===== src/rtl/exec_unit.sv =====
// Execute stage: single-cycle ALU ops plus an iterative shift-add multiplier.
// Results drive the register-file write port directly through registered outputs.
module exec_unit #(
  parameter int DATA_WIDTH    = 36,
  parameter int ADDRESS_WIDTH = 2
) (
  input  logic                     i_clk,
  input  logic                     i_rst,
  input  logic                     i_valid,
  output logic                     o_ready,
  input  logic [2:0]               i_op,
  input  logic [ADDRESS_WIDTH-1:0] i_rd,
  input  logic [DATA_WIDTH-1:0]    i_rs1_data,
  input  logic [DATA_WIDTH-1:0]    i_rs2_data,
  output logic [ADDRESS_WIDTH-1:0] o_rd,
  output logic [DATA_WIDTH-1:0]    o_wdata,
  output logic                     o_wen
);

  localparam int CNT_W = $clog2(DATA_WIDTH + 1);

  typedef enum logic [2:0] {
    OP_ADD = 3'b000,
    OP_SUB = 3'b001,
    OP_AND = 3'b010,
    OP_OR  = 3'b011,
    OP_XOR = 3'b100,
    OP_SHL = 3'b101,
    OP_SHR = 3'b110,
    OP_MUL = 3'b111
  } op_e;

  typedef enum logic {
    S_IDLE,
    S_MUL
  } state_e;

  state_e                   state_q, state_d;
  logic [DATA_WIDTH-1:0]    a_q, a_d;
  logic [DATA_WIDTH-1:0]    b_q, b_d;
  logic [DATA_WIDTH-1:0]    acc_q, acc_d;
  logic [CNT_W-1:0]         cnt_q, cnt_d;
  logic [ADDRESS_WIDTH-1:0] mul_rd_q, mul_rd_d;
  logic [ADDRESS_WIDTH-1:0] rd_q, rd_d;
  logic [DATA_WIDTH-1:0]    wdata_q, wdata_d;
  logic                     wen_q, wen_d;

  logic [DATA_WIDTH-1:0]    alu_res;
  logic [DATA_WIDTH-1:0]    acc_sum;
  logic [5:0]               shamt;
  logic                     shift_oob;
  op_e                      op;

  assign op        = op_e'(i_op);
  assign shamt     = i_rs2_data[5:0];
  // Only the low six bits of the shift amount count; anything past the width flushes to zero.
  assign shift_oob = (shamt >= 6'(DATA_WIDTH));
  assign acc_sum   = acc_q + (b_q[0] ? a_q : '0);

  always_comb begin
    // NOTE: every combinational output gets a default first so no path leaves it unassigned (no latch).
    alu_res = '0;
    unique case (op)
      OP_ADD: alu_res = i_rs1_data + i_rs2_data;
      OP_SUB: alu_res = i_rs1_data - i_rs2_data;
      OP_AND: alu_res = i_rs1_data & i_rs2_data;
      OP_OR:  alu_res = i_rs1_data | i_rs2_data;
      OP_XOR: alu_res = i_rs1_data ^ i_rs2_data;
      OP_SHL: alu_res = shift_oob ? '0 : (i_rs1_data << shamt);
      OP_SHR: alu_res = shift_oob ? '0 : (i_rs1_data >> shamt);
      OP_MUL: alu_res = '0;
      default: alu_res = '0;
    endcase
  end

  always_comb begin
    state_d  = state_q;
    a_d      = a_q;
    b_d      = b_q;
    acc_d    = acc_q;
    cnt_d    = cnt_q;
    mul_rd_d = mul_rd_q;
    rd_d     = rd_q;
    wdata_d  = wdata_q;
    wen_d    = 1'b0;

    unique case (state_q)
      S_IDLE: begin
        if (i_valid) begin
          if (op == OP_MUL) begin
            a_d      = i_rs1_data;
            b_d      = i_rs2_data;
            acc_d    = '0;
            cnt_d    = CNT_W'(DATA_WIDTH);
            mul_rd_d = i_rd;
            state_d  = S_MUL;
          end else begin
            wdata_d = alu_res;
            rd_d    = i_rd;
            wen_d   = 1'b1;
          end
        end
      end
      S_MUL: begin
        acc_d = acc_sum;
        a_d   = a_q << 1;
        b_d   = b_q >> 1;
        cnt_d = cnt_q - CNT_W'(1);
        // The last iteration's sum goes straight to the write port so the result lands DATA_WIDTH edges after accept.
        if (cnt_q == CNT_W'(1)) begin
          wdata_d = acc_sum;
          rd_d    = mul_rd_q;
          wen_d   = 1'b1;
          state_d = S_IDLE;
        end
      end
      default: state_d = S_IDLE;
    endcase
  end

  always_ff @(posedge i_clk) begin
    // NOTE: sequential state uses non-blocking assignments so all registers update together at the edge.
    if (i_rst) begin
      state_q  <= S_IDLE;
      a_q      <= '0;
      b_q      <= '0;
      acc_q    <= '0;
      cnt_q    <= '0;
      mul_rd_q <= '0;
      rd_q     <= '0;
      wdata_q  <= '0;
      wen_q    <= 1'b0;
    end else begin
      state_q  <= state_d;
      a_q      <= a_d;
      b_q      <= b_d;
      acc_q    <= acc_d;
      cnt_q    <= cnt_d;
      mul_rd_q <= mul_rd_d;
      rd_q     <= rd_d;
      wdata_q  <= wdata_d;
      wen_q    <= wen_d;
    end
  end

  assign o_ready = (state_q == S_IDLE);
  assign o_rd    = rd_q;
  assign o_wdata = wdata_q;
  assign o_wen   = wen_q;

endmodule


===== config.mk =====
export PLATFORM = sky130hd
export DESIGN_NAME = exec_unit
export DESIGN_NICKNAME = d
export VERILOG_FILES = /design/src/rtl/exec_unit.sv
export SDC_FILE = /design/constraint.sdc
export NUM_CORES = 1
export LEC_CHECK = 0
export CORE_MARGIN = 1.5
export CORE_UTILIZATION = 65
export DETAILED_ROUTE_END_ITERATION = 10
export PLACE_DENSITY = 0.95
export SETUP_SLACK_MARGIN = 0.2
export SLEW_MARGIN = 25
export SYNTH_ARGS = -nofsm -noshare
export SYNTH_HDL_FRONTEND = slang
export SYNTH_SLANG_ARGS = --single-unit

===== constraint.sdc =====
create_clock -name i_clk -period 11.9 [get_ports i_clk]
set_input_delay 2.975 -clock i_clk [delete_from_list [all_inputs] [get_ports i_clk]]
set_output_delay 2.975 -clock i_clk [all_outputs]
set_load 0.02 [all_outputs]

Word-level counts from Yosys, hierarchy flattened:

Index checks and enable logic that the tools add are counted.
W data, S select, Z words.

* flip-flop bits (word level): 156
* bits of input ports: 80
* logic and storage cells: 68
* output and inout bits: 40

* mux-type cells: 32
* add/sub/neg operators: 4
* shift-type cells: 2
* equality and inequality tests: 12
* reduce and logical (&&, ||, !) cells: 4
* bitwise operators: 4
* order comparisons: 1

Operators with widths (number)
* $mux W36: 12
* $pmux W36 S2: 4
* $pmux W36 S7: 1
* $add A36 B36 Y36: 2
* $and A36 B36 Y36: 1
* $or A36 B36 Y36: 1
* $shl A36 B6 Y36: 1
* $shr A36 B6 Y36: 1
* $sub A36 B36 Y36: 1
* $xor A36 B36 Y36: 1
* $eq A3 B3 Y1 const B: 4
* $mux W6: 2
* $pmux W6 S2: 1
* $eq A3 B2 Y1 const B: 2
* $eq A6 B1 Y1 const B: 1
* $ge A6 B6 Y1 const B: 1
* $mux W1: 6
* $mux W2: 3
* $reduce_and A3 Y1: 2
* $sub A6 B1 Y6 const B: 1
* $ne A2 B1 Y1 const B: 2
* $ne A2 B2 Y1 const B: 2
* $pmux W1 S2: 2
* $pmux W2 S2: 1
* 4 further kinds: 4

Longest topological paths before layout:

* depth after elaboration: 6
* mapped depth: 23
* gate-level depth less buffers: 19

Worst setup path after synthesis:

Ideal clock, no wire load.

* path type: input to register
* from: input port i_op[0]
* to: register wdata_q[33] (netlist: o_wdata[33])
* path buffers: 4
* stages on the path: 18
* setup slack: 4.701 ns
* arrival: 7.096 ns
* data required time: 11.797 ns
* setup time: 0.103 ns
* cells stage by stage: clkbuf_1 > inv_1 > clkbuf_1 > clkbuf_1 > nor3_1 > clkbuf_1 > nor2_1 > xnor2_1 > ha_1 > a21o_1 > a21o_1 > a221o_1 > a31oi_4 > o21ai_2 > o31a_4 > o311ai_2 > o21ai_1 > a2111oi_2

* longest elaborated chain between the ends: 5
* elaborated cells on any way between the ends: 14
* classes of those cells: eq/ne (8); mux (4); reduce/logical (2)

RTL lines
* start, declared: RTL line 11 `input logic [2:0] i_op,`
* $eq A3 B3 Y1, or another cell as far along: RTL line 63 `unique case (op)`
* $pmux W36 S7: RTL line 63
* $mux W36: RTL line 90 `if (op == OP_MUL) begin`
* $mux W36: RTL line 89 `if (i_valid) begin`
* $pmux W36 S2: RTL line 87 `unique case (state_q)`
* end signal, assigned: RTL line 141 `wdata_q <= wdata_d;`
* end, declared: RTL line 45 `logic [DATA_WIDTH-1:0] wdata_q, wdata_d;`

Several ways; a longest one is shown, not always the timed one. The select of a mux whose other input is x is not followed.
A chain may end at the register's enable or synchronous reset.

Final worst setup path:

* from: input port i_rs2_data[5]
* to: register wdata_q[33] (netlist: o_wdata[33])

* longest elaborated chain between the ends: 6
* elaborated cells on any way between the ends: 11
* classes of those cells: add/sub (2); order compare (1); shift (2); mux (6)

RTL lines
* start, declared: RTL line 14 `input logic [DATA_WIDTH-1:0] i_rs2_data,`
* branches (longest 2 deep; another with $sub A36 B36 Y36)
* $pmux W36 S7 *: RTL line 63
* $mux W36 *: RTL line 90
* $mux W36 *: RTL line 89
* $pmux W36 S2 *: RTL line 87

Every way passes the cells marked *. The select of a mux whose other input is x is not followed.

==> metrics.txt <==
Yosys warnings 0; drt pass-1 iters 6; Tmin final 7.76 ns; number of diodes 0; maximum VDD drop 91.2 uV; fmax 129 MHz; top cell type's share of synthesized area between 10% and 20%; Final Skew ~0.025 ns; routability congestion estimate 1.13; Clk pin slew, worst setup/hold paths 0.07 ns; Clk Tree Root Cell clkbuf_16; share of post-route cells with drive strength above 1 7.95%; Post-Syn Area 17,200 sq um; worst setup margin 4.14 ns; vias per inst 7.19; Tcrit/Tclk final 65.2%; antenna violations before repair 3; Arr. time, crit path between 8 and 9 ns; asr flop ratio synth 0%; wire length on met3 between 8000 and 9000 um; row cnt 59; I/O Pins 120; DIE AREA 27,500 sq um; M1 WL 24,400 um; Die W between 150 and 200 um; # port buffers 119; post-cts sizing count 0; final net count about 2,600; GRT Total Usage 47.1%; DRT Wirelength 66,500 um; EDFF count, synth 0; final hold vios 0; worst-path cell chain clkdlybuf4s50_1, nor2_1, nand3_1, nor3_1, nand2_1, nor2_1, nand2_1, nor2_1, a21oi_1, xnor2_1, ha_1, a21o_1, a21oi_1, a21oi_1, or3_1, or3_1, o311ai_2, o21ai_1, a2111oi_2; pre-CTS setup slack 3.97 ns; grt total ovfl 0; die height 166 um; H-tree depth 4; Synth area leaders dfxtp_1 18%, ha_1 11%, a21oi_1 8.7%, mux4_2 8.4%, nor2_1 6.5%; Crit path largest cell delay a little under 0.9 ns; top_reg_cell synth dfxtp_1; vias in the first global route 18,300; outcome finished, final reports clean; maximum fanout along the worst path 19; dpl hpwl 48,400 um; Setup violations, final 0; Slew HR approximately 29%; antenna-violating nets left 0; Skew-Pair Late Insertion Delay 0.45 ns; clock sinks 156; PD cells 93.9 nW/um^2; max cap viols 0; drc violations 0; largest net degree at the start of global routing 221; setup TNS 0 ns; Critical Path Start Type input pin; worst-case clock buffer depth 2; Worst-Margin Slew around 1.1 ns; Hold Path Class flip-flop to flip-flop; Worst Setup Path Type input pin to flip-flop; post-CTS setup buffers 0; Net Count, Synth 2,568; DR WL/cell 24.7 um; CTS tree done; sequential share of the synthesized area 18.1%; hold buffers post-CTS 0; global-route wire length before repair 102,000 um; top layer in use met5; starting density of the core between 60% and 70%; CTS Buf Count 17; initial DRC count about 3,100; Worst Setup End Kind flip-flop; Synth Register Bits 156; Core Area ~26,000 sq um; cell count after synthesis 2,340; largest area contributor in the netlist dfxtp_1; library cells used by synthesis 85; Syn Area/Cell 7.37 sq um; RSZ-0062 raised after global routing false; DR WL met2 28,700 um; Max Slew Vio Count 0; slowest stage cell, crit path clkdlybuf4s50_1; Synth-to-Final Area Change 10.1%; total number of vias 19,300; worst endpoint required time 12.23 ns; Lkg Pwr 7.64 nW
==> power breakdown <==
part           total, mW  internal [mW]  switching [mW]
clock network      0.564          0.284           0.280
registers          0.555          0.542          0.0134
logic              0.664          0.246           0.418
total               1.78           1.07           0.711
==> cell usage in the layout (no fill, tap or decap), types with 15 or more instances in the layout <==
| cell | instances |
|---|---|
| xor2_1 | 22 |
| ha_1 | 146 |
| dfxtp_1 | 155 |
| a21oi_1 | 297 |
| mux2i_1 | 51 |
| o211ai_1 | 17 |
| a211oi_1 | 40 |
| a31oi_1 | 18 |
| or3_1 | 20 |
| clkbuf_16 | 17 |
| nand3_1 | 95 |
| xnor2_1 | 56 |
| inv_1 | 104 |
| a21o_1 | 28 |
| and3_1 | 16 |
| a21boi_0 | 19 |
| clkdlybuf4s50_1 | 113 |
| nand2_1 | 226 |
| o21ai_0 | 127 |
| o22ai_1 | 31 |
| mux4_2 | 64 |
| nor3_1 | 43 |
| a221oi_1 | 18 |
| a22oi_1 | 17 |
| mux2_2 | 15 |
| and2_1 | 41 |
| buf_4 | 32 |
| nor2_1 | 299 |
==> worst paths after layout <==
kind / startpoint / end / slack (ns) / depth (start not counted)
max: i_rs2_data[5] / o_wdata[33] / 4.14 / 19
max reg2reg: b_q[0] / o_wdata[34] / 7.47 / 13
min: o_wdata[20] / o_wdata[20] / 0.46 / 2
min reg2reg: o_wdata[20] / o_wdata[20] / 0.46 / 2
==> through the flow <==
step	hold WS, ns	util [%]	std cells	cell area (sq um)	power [mW]
3_5_place_dp	0.452	70.5	2656	18400	1.20
6_report	0.460	72.8	2688	19000	1.78
3_3_place_gp	0.441	70.5	2656	18400	1.19
5_1_grt	0.493	72.8	2688	19000	1.84
2_1_floorplan	0.436	-	2340	17200	0.976
4_1_cts	0.462	72.8	2688	19000	1.76
==> per-layer routing <==
metal	vias to the layer above	global-route usage [%]
met2	1449	72.1
met4	6	29.5
met5	-	0
li1	8544	-
met3	305	13.6
met1	9010	58.4
==> synth_stat cells (20+ instances only) <==
cell type / instances
a21o_1: 28
xor2_1: 22
a21oi_1: 298
and2_1: 41
mux4_2: 64
clkbuf_1: 123
dfxtp_1: 156
o22ai_1: 31
nand2_1: 228
inv_1: 105
or3_1: 20
o21ai_0: 128
nand3_1: 95
mux2i_1: 51
ha_1: 146
nor2_1: 299
xnor2_1: 56
a211oi_1: 40
nor3_1: 43
==> area by class of cell <==
cell class	count	area, sq um
fillers	2064	7080
inverters	105	394
clock buffers	17	425
multi-input cells	1910	13000
clock inverters	15	174
well taps	335	419
repair buffers	150	1410
flip-flops and latches	156	3130
==> logic make-up after synthesis <==
logic type | after synthesis | synth area share [%]
buffers and inverters | 274 | 6.40
AOI/OAI and AO/OA | 749 | 27.4
DFF | 156 | 18.1
adders and majority gates | 148 | 10.8
and+or+nand+nor | 805 | 21.0
xor gates and xnor gates | 78 | 3.96
muxes | 130 | 12.3
==> sequential cells by signal, summed over array words and instances, names as in the netlist <==
signal	flops
mul_rd_q	2
b_q	36
o_rd	2
o_wen	1
o_wdata	36
state_q	1
a_q	36
cnt_q	6
acc_q	36
==> worst max-delay path, delay by kind of cell <==
kind            cells  cell delay, ns
xor+xnor            1            0.14
buf+inv             1            0.89
simple gates        9            2.56
compound gates      7            1.14
fa+ha+maj           1            0.38
No activity file was read; power rests on OpenSTA's default activity.
